File: src/rtl/score_pulse_if.sv
// Hit-strobe inputs and point-pulse outputs of the score pulse generator.
// The master drives hits and game_reset; the slave returns the pulse and status.
interface score_pulse_if #(
    parameter int PEND_W = 4
);
    logic              hit_valid;
    logic [1:0]        hit_points;
    logic              game_reset;
    logic              score_toggle;
    logic [PEND_W-1:0] pending;
    logic              busy;
    logic              overflow;

    modport master (
        output hit_valid, hit_points, game_reset,
        input  score_toggle, pending, busy, overflow
    );

    modport slave (
        input  hit_valid, hit_points, game_reset,
        output score_toggle, pending, busy, overflow
    );
endinterface

File: src/rtl/score_pulse_gen.sv
// Banks hit points and replays each one as a single clean pulse on score_toggle,
// with guaranteed minimum high and low widths for the downstream BCD counter.
module score_pulse_gen #(
    parameter int PULSE_HIGH = 4,
    parameter int PULSE_LOW  = 4,
    parameter int PEND_W     = 4
) (
    input  logic         clk,
    input  logic         resetn,
    score_pulse_if.slave bus
);
    typedef enum logic [1:0] {
        IDLE = 2'd0,
        HIGH = 2'd1,
        LOW  = 2'd2
    } state_t;

    localparam logic [7:0]        HIGH_LOAD = 8'(PULSE_HIGH - 1);
    localparam logic [7:0]        LOW_LOAD  = 8'(PULSE_LOW - 1);
    localparam logic [PEND_W+1:0] PEND_MAX  = {2'b00, {PEND_W{1'b1}}};

    state_t            state_q, state_d;
    logic [7:0]        timer_q, timer_d;
    logic [PEND_W-1:0] pend_q, pend_d;
    logic              ovf_q, ovf_d;
    logic              tog_q;
    logic              dec;
    logic [PEND_W+1:0] sum;

    function automatic logic [PEND_W-1:0] sat_pend(input logic [PEND_W+1:0] s);
        if (s > PEND_MAX) begin
            return {PEND_W{1'b1}};
        end
        return s[PEND_W-1:0];
    endfunction

    // tog_q mirrors "next state is HIGH" so the pulse leaves a flop, glitch-free
    always_ff @(posedge clk or negedge resetn) begin
        if (!resetn) begin
            state_q <= IDLE;
            timer_q <= '0;
            pend_q  <= '0;
            ovf_q   <= 1'b0;
            tog_q   <= 1'b0;
        end else begin
            state_q <= state_d;
            timer_q <= timer_d;
            pend_q  <= pend_d;
            ovf_q   <= ovf_d;
            tog_q   <= (state_d == HIGH);
        end
    end

    always_comb begin
        state_d = state_q;
        timer_d = timer_q;
        dec     = 1'b0;
        case (state_q)
            IDLE: begin
                if (!bus.game_reset && pend_q != '0) begin
                    state_d = HIGH;
                    timer_d = HIGH_LOAD;
                    dec     = 1'b1;
                end
            end
            HIGH: begin
                // game_reset cuts the pulse short but still enforces the full low time
                if (bus.game_reset || timer_q == 8'd0) begin
                    state_d = LOW;
                    timer_d = LOW_LOAD;
                end else begin
                    timer_d = timer_q - 8'd1;
                end
            end
            LOW: begin
                if (timer_q != 8'd0) begin
                    timer_d = timer_q - 8'd1;
                end else if (!bus.game_reset && pend_q != '0) begin
                    state_d = HIGH;
                    timer_d = HIGH_LOAD;
                    dec     = 1'b1;
                end else begin
                    state_d = IDLE;
                end
            end
            default: begin
                state_d = IDLE;
                timer_d = '0;
            end
        endcase
    end

    // Hits are added in the same cycle a point is consumed, so none can be lost
    always_comb begin
        sum = {2'b00, pend_q}
            + {{PEND_W{1'b0}}, (bus.hit_valid ? bus.hit_points : 2'b00)}
            - {{(PEND_W+1){1'b0}}, dec};
        pend_d = pend_q;
        ovf_d  = ovf_q;
        if (bus.game_reset) begin
            pend_d = '0;
            ovf_d  = 1'b0;
        end else begin
            pend_d = sat_pend(sum);
            if (sum > PEND_MAX) begin
                ovf_d = 1'b1;
            end
        end
    end

    always_comb begin
        bus.score_toggle = tog_q;
        bus.pending      = pend_q;
        bus.busy         = (state_q != IDLE);
        bus.overflow     = ovf_q;
    end
endmodule
File: src/flat_wrapper.sv
// flat-port wrapper written by rule: the top's interface ports become plain ports
module score_pulse_gen_flat 
#(
    parameter int PULSE_HIGH = 4,
    parameter int PULSE_LOW  = 4,
    parameter int PEND_W     = 4
)
  (clk, resetn, bus_hit_valid, bus_hit_points, bus_game_reset, bus_score_toggle, bus_pending, bus_busy, bus_overflow);
  score_pulse_if #(.PEND_W(PEND_W)) bus_i ();
  input  logic clk;
  input  logic resetn;
  input wire logic [$bits(bus_i.hit_valid)-1:0] bus_hit_valid;
  input wire logic [$bits(bus_i.hit_points)-1:0] bus_hit_points;
  input wire logic [$bits(bus_i.game_reset)-1:0] bus_game_reset;
  output wire logic [$bits(bus_i.score_toggle)-1:0] bus_score_toggle;
  output wire logic [$bits(bus_i.pending)-1:0] bus_pending;
  output wire logic [$bits(bus_i.busy)-1:0] bus_busy;
  output wire logic [$bits(bus_i.overflow)-1:0] bus_overflow;
  assign bus_i.hit_valid = bus_hit_valid;
  assign bus_i.hit_points = bus_hit_points;
  assign bus_i.game_reset = bus_game_reset;
  assign bus_score_toggle = bus_i.score_toggle;
  assign bus_pending = bus_i.pending;
  assign bus_busy = bus_i.busy;
  assign bus_overflow = bus_i.overflow;
  score_pulse_gen #(.PULSE_HIGH(PULSE_HIGH), .PULSE_LOW(PULSE_LOW), .PEND_W(PEND_W)) u_core (.clk(clk), .resetn(resetn), .bus(bus_i));
endmodule
File: config.mk
export PLATFORM = sky130hd
export DESIGN_NAME = score_pulse_gen_flat
export DESIGN_NICKNAME = d
export VERILOG_FILES = /design/src/rtl/score_pulse_if.sv /design/src/rtl/score_pulse_gen.sv /design/src/flat_wrapper.sv
export SDC_FILE = /design/constraint.sdc
export NUM_CORES = 1
export LEC_CHECK = 0
export CORE_MARGIN = 3
export CORE_UTILIZATION = 49
export CTS_CLUSTER_SIZE = 25
export DETAILED_ROUTE_END_ITERATION = 10
export PLACE_DENSITY = 0.8
export SLEW_MARGIN = 25
export SYNTH_ARGS = -nofsm -noshare
export SYNTH_HDL_FRONTEND = slang
export SYNTH_SLANG_ARGS = --single-unit
File: constraint.sdc
create_clock -name clk -period 3 [get_ports clk]
set_clock_uncertainty 0.1 [all_clocks]
set_input_delay 0.9 -clock clk [delete_from_list [all_inputs] [get_ports clk]]
set_output_delay 0.9 -clock clk [all_outputs]
set_load 0.01 [all_outputs]
=== Word-level counts from Yosys, hierarchy flattened ===
Index checks and enable logic that the tools add are counted.

* Latch bits: 0
* Word-level logic and storage cells: 41
* RAM bits: 0
* Memories: 0
* Bits in read-only memories: 0
* Register bits: 16

* Mux-type cells: 20
* Divide/modulo/power cells: 0
* $mul: 0
* Shift-type cells: 0
* $add $sub $neg: 3
* Reduce and logical (&&, ||, !) cells: 9
* Bitwise operators: 0
* Order comparisons: 1
* Equal/unequal tests: 3

{| class="wikitable"
|+ Operators with widths
! cell !! count
|-
| $mux 8 || 3
|-
| $pmux 8 s3 || 1
|-
| $mux 4 || 3
|-
| $logic_not 8->1 || 1
|-
| $mux 2 || 4
|-
| $reduce_bool 8->1 || 1
|-
| $sub 8x1->8 const B || 1
|-
| $mux 1 || 7
|-
| $gt 6x4->1 const B || 1
|-
| $pmux 2 s3 || 1
|-
| $sub 6x1->6 || 1
|-
| $add 4x2->5 || 1
|-
| $eq 2x1->1 const B || 2
|-
| $reduce_bool 2->1 || 2
|-
| $reduce_bool 4->1 || 1
|-
| $eq 2x2->1 const B || 1
|-
| $logic_not 2->1 || 1
|-
| $pmux 1 s2 || 1
|-
| $logic_and 1x1->1 || 1
|-
| $logic_not 1->1 || 1
|-
| $logic_or 1x1->1 || 1
|}

=== Logic depth before layout (Yosys ltp) ===
* Depth in word-level cells: 11
* Gate-level depth with buffers: 11
* Gate-level depth less buffers: 11

=== Worst setup path before layout ===
Ideal clock, no wire load.

* Kind: input to register
* Start: in bus_hit_points[0]
* End: reg u_core.pend_q[3], in the netlist u_core.bus.pending[3]
* Stages: 9
* Data required time: 2778 ps
* Path slack: 287 ps
* Setup time: 122 ps
* Data arrival time: 2492 ps
* Cell sequence: and2_1 > ha_1 > fa_1 > inv_1 > ha_1 > inv_1 > o21ai_0 > a32oi_1 > a32o_1

* Longest elaborated chain between the ends: 8

{| class="wikitable"
|+ RTL lines
! what !! line !! source
|-
| start, declared || flat_wrapper.sv:13 || <nowiki>input wire logic [$bits(bus_i.hit_points)-1:0] bus_hit_points;</nowiki>
|-
| $mux 2 (*) || score_pulse_gen.sv:96 || <nowiki>+ {{PEND_W{1'b0}}, (bus.hit_valid ? bus.hit_points : 2'b00)}</nowiki>
|-
| $add 4x2->5 (*) || score_pulse_gen.sv:96 ||
|-
| $sub 6x1->6 (*) || score_pulse_gen.sv:97 || <nowiki>- {{(PEND_W+1){1'b0}}, dec};</nowiki>
|-
| $gt 6x4->1 || score_pulse_gen.sv:31 || <nowiki>if (s > PEND_MAX) begin</nowiki>
|-
| $mux 1 || score_pulse_gen.sv:31 ||
|-
| $mux 1 || score_pulse_gen.sv:100 || <nowiki>if (bus.game_reset) begin</nowiki>
|-
| $mux 4 (*) || score_pulse_gen.sv:34 || <nowiki>return s[PEND_W-1:0];</nowiki>
|-
| $mux 4 (*) || score_pulse_gen.sv:100 ||
|-
| net u_core.pend_d[3] || score_pulse_gen.sv:24 || <nowiki>logic [PEND_W-1:0] pend_q, pend_d;</nowiki>
|-
| end signal, assigned || score_pulse_gen.sv:48 || <nowiki>pend_q <= pend_d;</nowiki>
|-
| end, declared || score_pulse_gen.sv:24 ||
|}

Mark *: on every way through the listed nets, which the timed path passes. The rest lies on a longest branch. The select of a mux whose other input is x is not followed.
A chain may end at the register's enable or synchronous reset.

=== Worst setup path in the final report ===
Same ends and word-level chain as after synthesis.

==> insert_results.sql <==
INSERT INTO impl_metrics (metric_group, metric, value, unit) VALUES
('timing', 'period_share', '96.7', '%'),
('place', 'post_detail_place_hpwl', '1740', 'um'),
('place', 'portBuffers', '12', ''),
('floorplan', 'die_area', '2960', 'um^2'),
('final_layout', 'diodes', '0', ''),
('routing', 'route.vias.total', '921', ''),
('yosys', 'netlist_area', '1150', 'um^2'),
('worst_setup_path', 'crit_path_buf_inv_count', '3', ''),
('global_routing', 'antenna_found_initial', '0', ''),
('place', 'detailed_place.area', '1300', 'um^2'),
('yosys', 'postSynthCellCount', '109', ''),
('power', 'cellLeakagePower', '0.611', 'nW'),
('clock_tree', 'clock_insertion_delay_worst_skew', '290', 'ps'),
('final_layout', 'area_occupied_by_multi_input_gates', '666', 'um^2'),
('timing', 'timing.max_slew.rel_slack', '50.6', '%'),
('timing', 'period_needed', '2900', 'ps'),
('worst_setup_path', 'ff2ff_setup_slack', '310', 'ps'),
('routing', 'drt_iter0_drc', '18', ''),
('routing', 'route.final.wire_length', '2300', 'um'),
('yosys', 'ys_seq_area_share', '34.8', '%'),
('timing', 'setup_violations', '0', ''),
('worst_setup_path', 'critPathMaxStageDelay', '460', 'ps'),
('clock_tree', 'tritoncts', 'done', ''),
('final_layout', 'flow.area_growth_from_synthesis', '16.1', '%'),
('timing', 'timing.final.max_slew_violations', '0', ''),
('worst_setup_path', 'crit_path_cell_trace', 'clkdlybuf4s50_1 > and2_1 > ha_1 > fa_1 > inv_1 > ha_1 > inv_1 > o21ai_1 > a32oi_1 > a32o_1', ''),
('clock_tree', 'post_cts_repair_setup_buffers', '0', ''),
('global_routing', 'gr-total-overflow', '0', ''),
('floorplan', 'io_pins', '13', ''),
('yosys', 'synth-edff-count', '0', ''),
('place', 'gp_congestion', '0.870', ''),
('yosys', 'synth.area.top_cells', 'sky130_fd_sc_hd__dfrtp_1 35%, sky130_fd_sc_hd__ha_1 5.4%, sky130_fd_sc_hd__nor4_4 3.7%', ''),
('floorplan', 'core_region_area', '2080', 'um^2'),
('clock_tree', 'numCtsBuffers', '3', ''),
('status', 'outcome', 'finished clean', ''),
('power', 'peakVddDrop', '0.599', 'mV'),
('final_layout', 'final-seq-area', '400', 'um^2'),
('yosys', 'dominantRegCellSynth', 'sky130_fd_sc_hd__dfrtp_1', ''),
('routing', 'routed_len_inst', '15.1', 'um'),
('routing', 'detail-route-antenna-nets', '0', ''),
('clock_tree', 'post_cts_resized', '0', ''),
('clock_tree', 'ctsLongestPathBuffers', '2', ''),
('yosys', 'avgSynthCellArea', '10.5', 'um^2'),
('hold_path', 'timing.hold.worst.class', 'reg2reg', ''),
('yosys', 'post_synth_num_cell_types', '53', ''),
('final_layout', 'fin_nets', '138', ''),
('timing', 'clock.fmax', '345', 'MHz'),
('floorplan', 'start_util', '55.2', '%'),
('global_routing', 'grt_start_max_net_pins', '17', ''),
('clock_tree', 'clock_tree.htree_level_count', '1', ''),
('power', 'p_total', '1.37', 'mW'),
('floorplan', 'dieHeight', '54.4', 'um'),
('clock_tree', 'hold_buffers', '0', ''),
('final_layout', 'final_area', '1340', 'um^2'),
('routing', 'vias_per_cell', '6.06', ''),
('clock_tree', 'worst_setup_hold_path_clk_slew', '100', 'ps'),
('worst_setup_path', 'crit_path_start_kind', 'input pin', ''),
('clock_tree', 'cts_root_buf', 'sky130_fd_sc_hd__clkbuf_4', ''),
('worst_setup_path', 'timing.critical_path.max_delay_family', 'adder cells', ''),
('final_layout', 'fillerInstances', '181', ''),
('routing', 'first_pass_iteration_count_of_the_detailed_router', '5', ''),
('worst_setup_path', 'worst-endpoint-arrival', '2990', 'ps'),
('timing', 'grt_setup_unrepaired', 'false', ''),
('global_routing', 'via_count_of_the_first_global_routing_pass', '853', ''),
('worst_setup_path', 'required', '3090', 'ps'),
('timing', 'finalHoldViolCount', '0', ''),
('yosys', 'top_area_cell_type_share_of_the_netlist_area', '34.8', '%'),
('yosys', 'synth.net_count', '121', ''),
('yosys', 'synth_async_sr_flop_share', '100', '%'),
('flow_run', 'max_capacitance_violation_count', '0', ''),
('global_routing', 'global_route.usage.total', '18.4', '%');
metal layers:
metal  up-vias  share of wire [%]  track usage, %
li1        448                  -               -
met1       444                 47            25.5
met2        25                 47            28.9
met3         4                4.7            2.45
met4         0                1.3            7.05
met5         -                  0               0
Yosys cell counts (2+ instances only):
library cell	number
sky130_fd_sc_hd__nor2_1	3
sky130_fd_sc_hd__nor4_4	2
sky130_fd_sc_hd__a21oi_1	7
sky130_fd_sc_hd__a221oi_2	2
sky130_fd_sc_hd__and2_1	2
sky130_fd_sc_hd__o32ai_1	2
sky130_fd_sc_hd__o21bai_1	2
sky130_fd_sc_hd__dfrtp_1	16
sky130_fd_sc_hd__nor4_1	2
sky130_fd_sc_hd__inv_1	9
sky130_fd_sc_hd__a211o_1	3
sky130_fd_sc_hd__o21ai_0	2
sky130_fd_sc_hd__nor3b_1	2
sky130_fd_sc_hd__and3_1	2
sky130_fd_sc_hd__nor3_1	7
sky130_fd_sc_hd__xnor2_1	2
sky130_fd_sc_hd__buf_6	3
sky130_fd_sc_hd__a21o_1	2
sky130_fd_sc_hd__ha_1	5
through the flow:
step / std cells / util [%] / hold WS (ps) / setup TNS, ps / setup WS [ps]
final: 152 / 64.1 / 417 / 0 / 99.4
after global routing: 152 / 64.1 / 451 / 0 / 11.6
after CTS: 152 / 64.1 / 420 / 0 / 82.8
after detailed placement: 148 / 62.4 / 405 / -909 / -237
after global placement: 148 / 62.4 / 401 / -413 / -139
after floorplan: 109 / - / 414 / 0 / 287
where the power goes:
part	internal, mW	switching, mW
Clock	0.0739	0.0717
Sequential	0.300	0.143
Combinational	0.401	0.384
Total	0.775	0.599
final timing paths:
path / start / end / cells after the start
max: bus_hit_points[0] / u_core.bus.pending[3] / 10
min: u_core.bus.overflow / u_core.bus.overflow / 2
max reg2reg: u_core.timer_q[0] / u_core.bus.pending[0] / 10
min reg2reg: u_core.bus.overflow / u_core.bus.overflow / 2
max in group asynchronous: resetn / u_core.state_q[0] / 1
min in group asynchronous: resetn / u_core.timer_q[7] / 1
cell families after synthesis:
logic type / count (synthesis) / share of synthesized area (%)
flip-flops: 16 / 34.8
XOR/XNOR: 2 / 1.52
adder cells (fa/ha/maj): 6 / 7.18
AND/OR/NAND/NOR: 34 / 23.0
AO/OA/AOI/OAI: 35 / 24.9
buffers and inverters: 15 / 7.29
multiplexers: 1 / 1.31
worst min-delay path: stages (launching register included):
cell                      delay, ps
sky130_fd_sc_hd__dfrtp_1        380
sky130_fd_sc_hd__inv_1           50
sky130_fd_sc_hd__a21oi_1         50
flip-flops by register name, summed over array words and instances (netlist names):
signal / cells
u_core.timer_q: 8
u_core.bus.pending: 4
u_core.state_q: 2
u_core.bus.overflow: 1
u_core.bus.score_toggle: 1
layout make-up:
type | instances | area share [%]
clock buffer | 4 | 2.72
timing repair buffer | 18 | 12.4
tap | 27 | 2.53
multi-input combinational | 78 | 49.9
inverter | 9 | 2.53
sequential | 16 | 30.0
cells in the final DEF (no fill, tap or decap), types with 2 or more instances in the layout:
| cell type | netlist | layout |
|---|---|---|
| sky130_fd_sc_hd__dfrtp_1 | 16 | 16 |
| sky130_fd_sc_hd__clkdlybuf4s50_1 | 0 | 12 |
| sky130_fd_sc_hd__inv_1 | 9 | 9 |
| sky130_fd_sc_hd__a21oi_1 | 7 | 7 |
| sky130_fd_sc_hd__nor3_1 | 7 | 7 |
| sky130_fd_sc_hd__buf_4 | 1 | 6 |
| sky130_fd_sc_hd__ha_1 | 5 | 5 |
| sky130_fd_sc_hd__nor2_1 | 3 | 3 |
| sky130_fd_sc_hd__a211o_1 | 3 | 3 |
| sky130_fd_sc_hd__clkbuf_4 | 0 | 3 |
| sky130_fd_sc_hd__nor4_4 | 2 | 2 |
| sky130_fd_sc_hd__nor3b_1 | 2 | 2 |
| sky130_fd_sc_hd__a221oi_2 | 2 | 2 |
| sky130_fd_sc_hd__nor4_1 | 2 | 2 |
| sky130_fd_sc_hd__and3_1 | 2 | 2 |
| sky130_fd_sc_hd__o32ai_1 | 2 | 2 |
| sky130_fd_sc_hd__a21o_1 | 2 | 2 |
| sky130_fd_sc_hd__and2_1 | 2 | 2 |
| sky130_fd_sc_hd__xnor2_1 | 2 | 2 |
| sky130_fd_sc_hd__o21bai_1 | 2 | 2 |
Power figures use the tool's default switching activity.
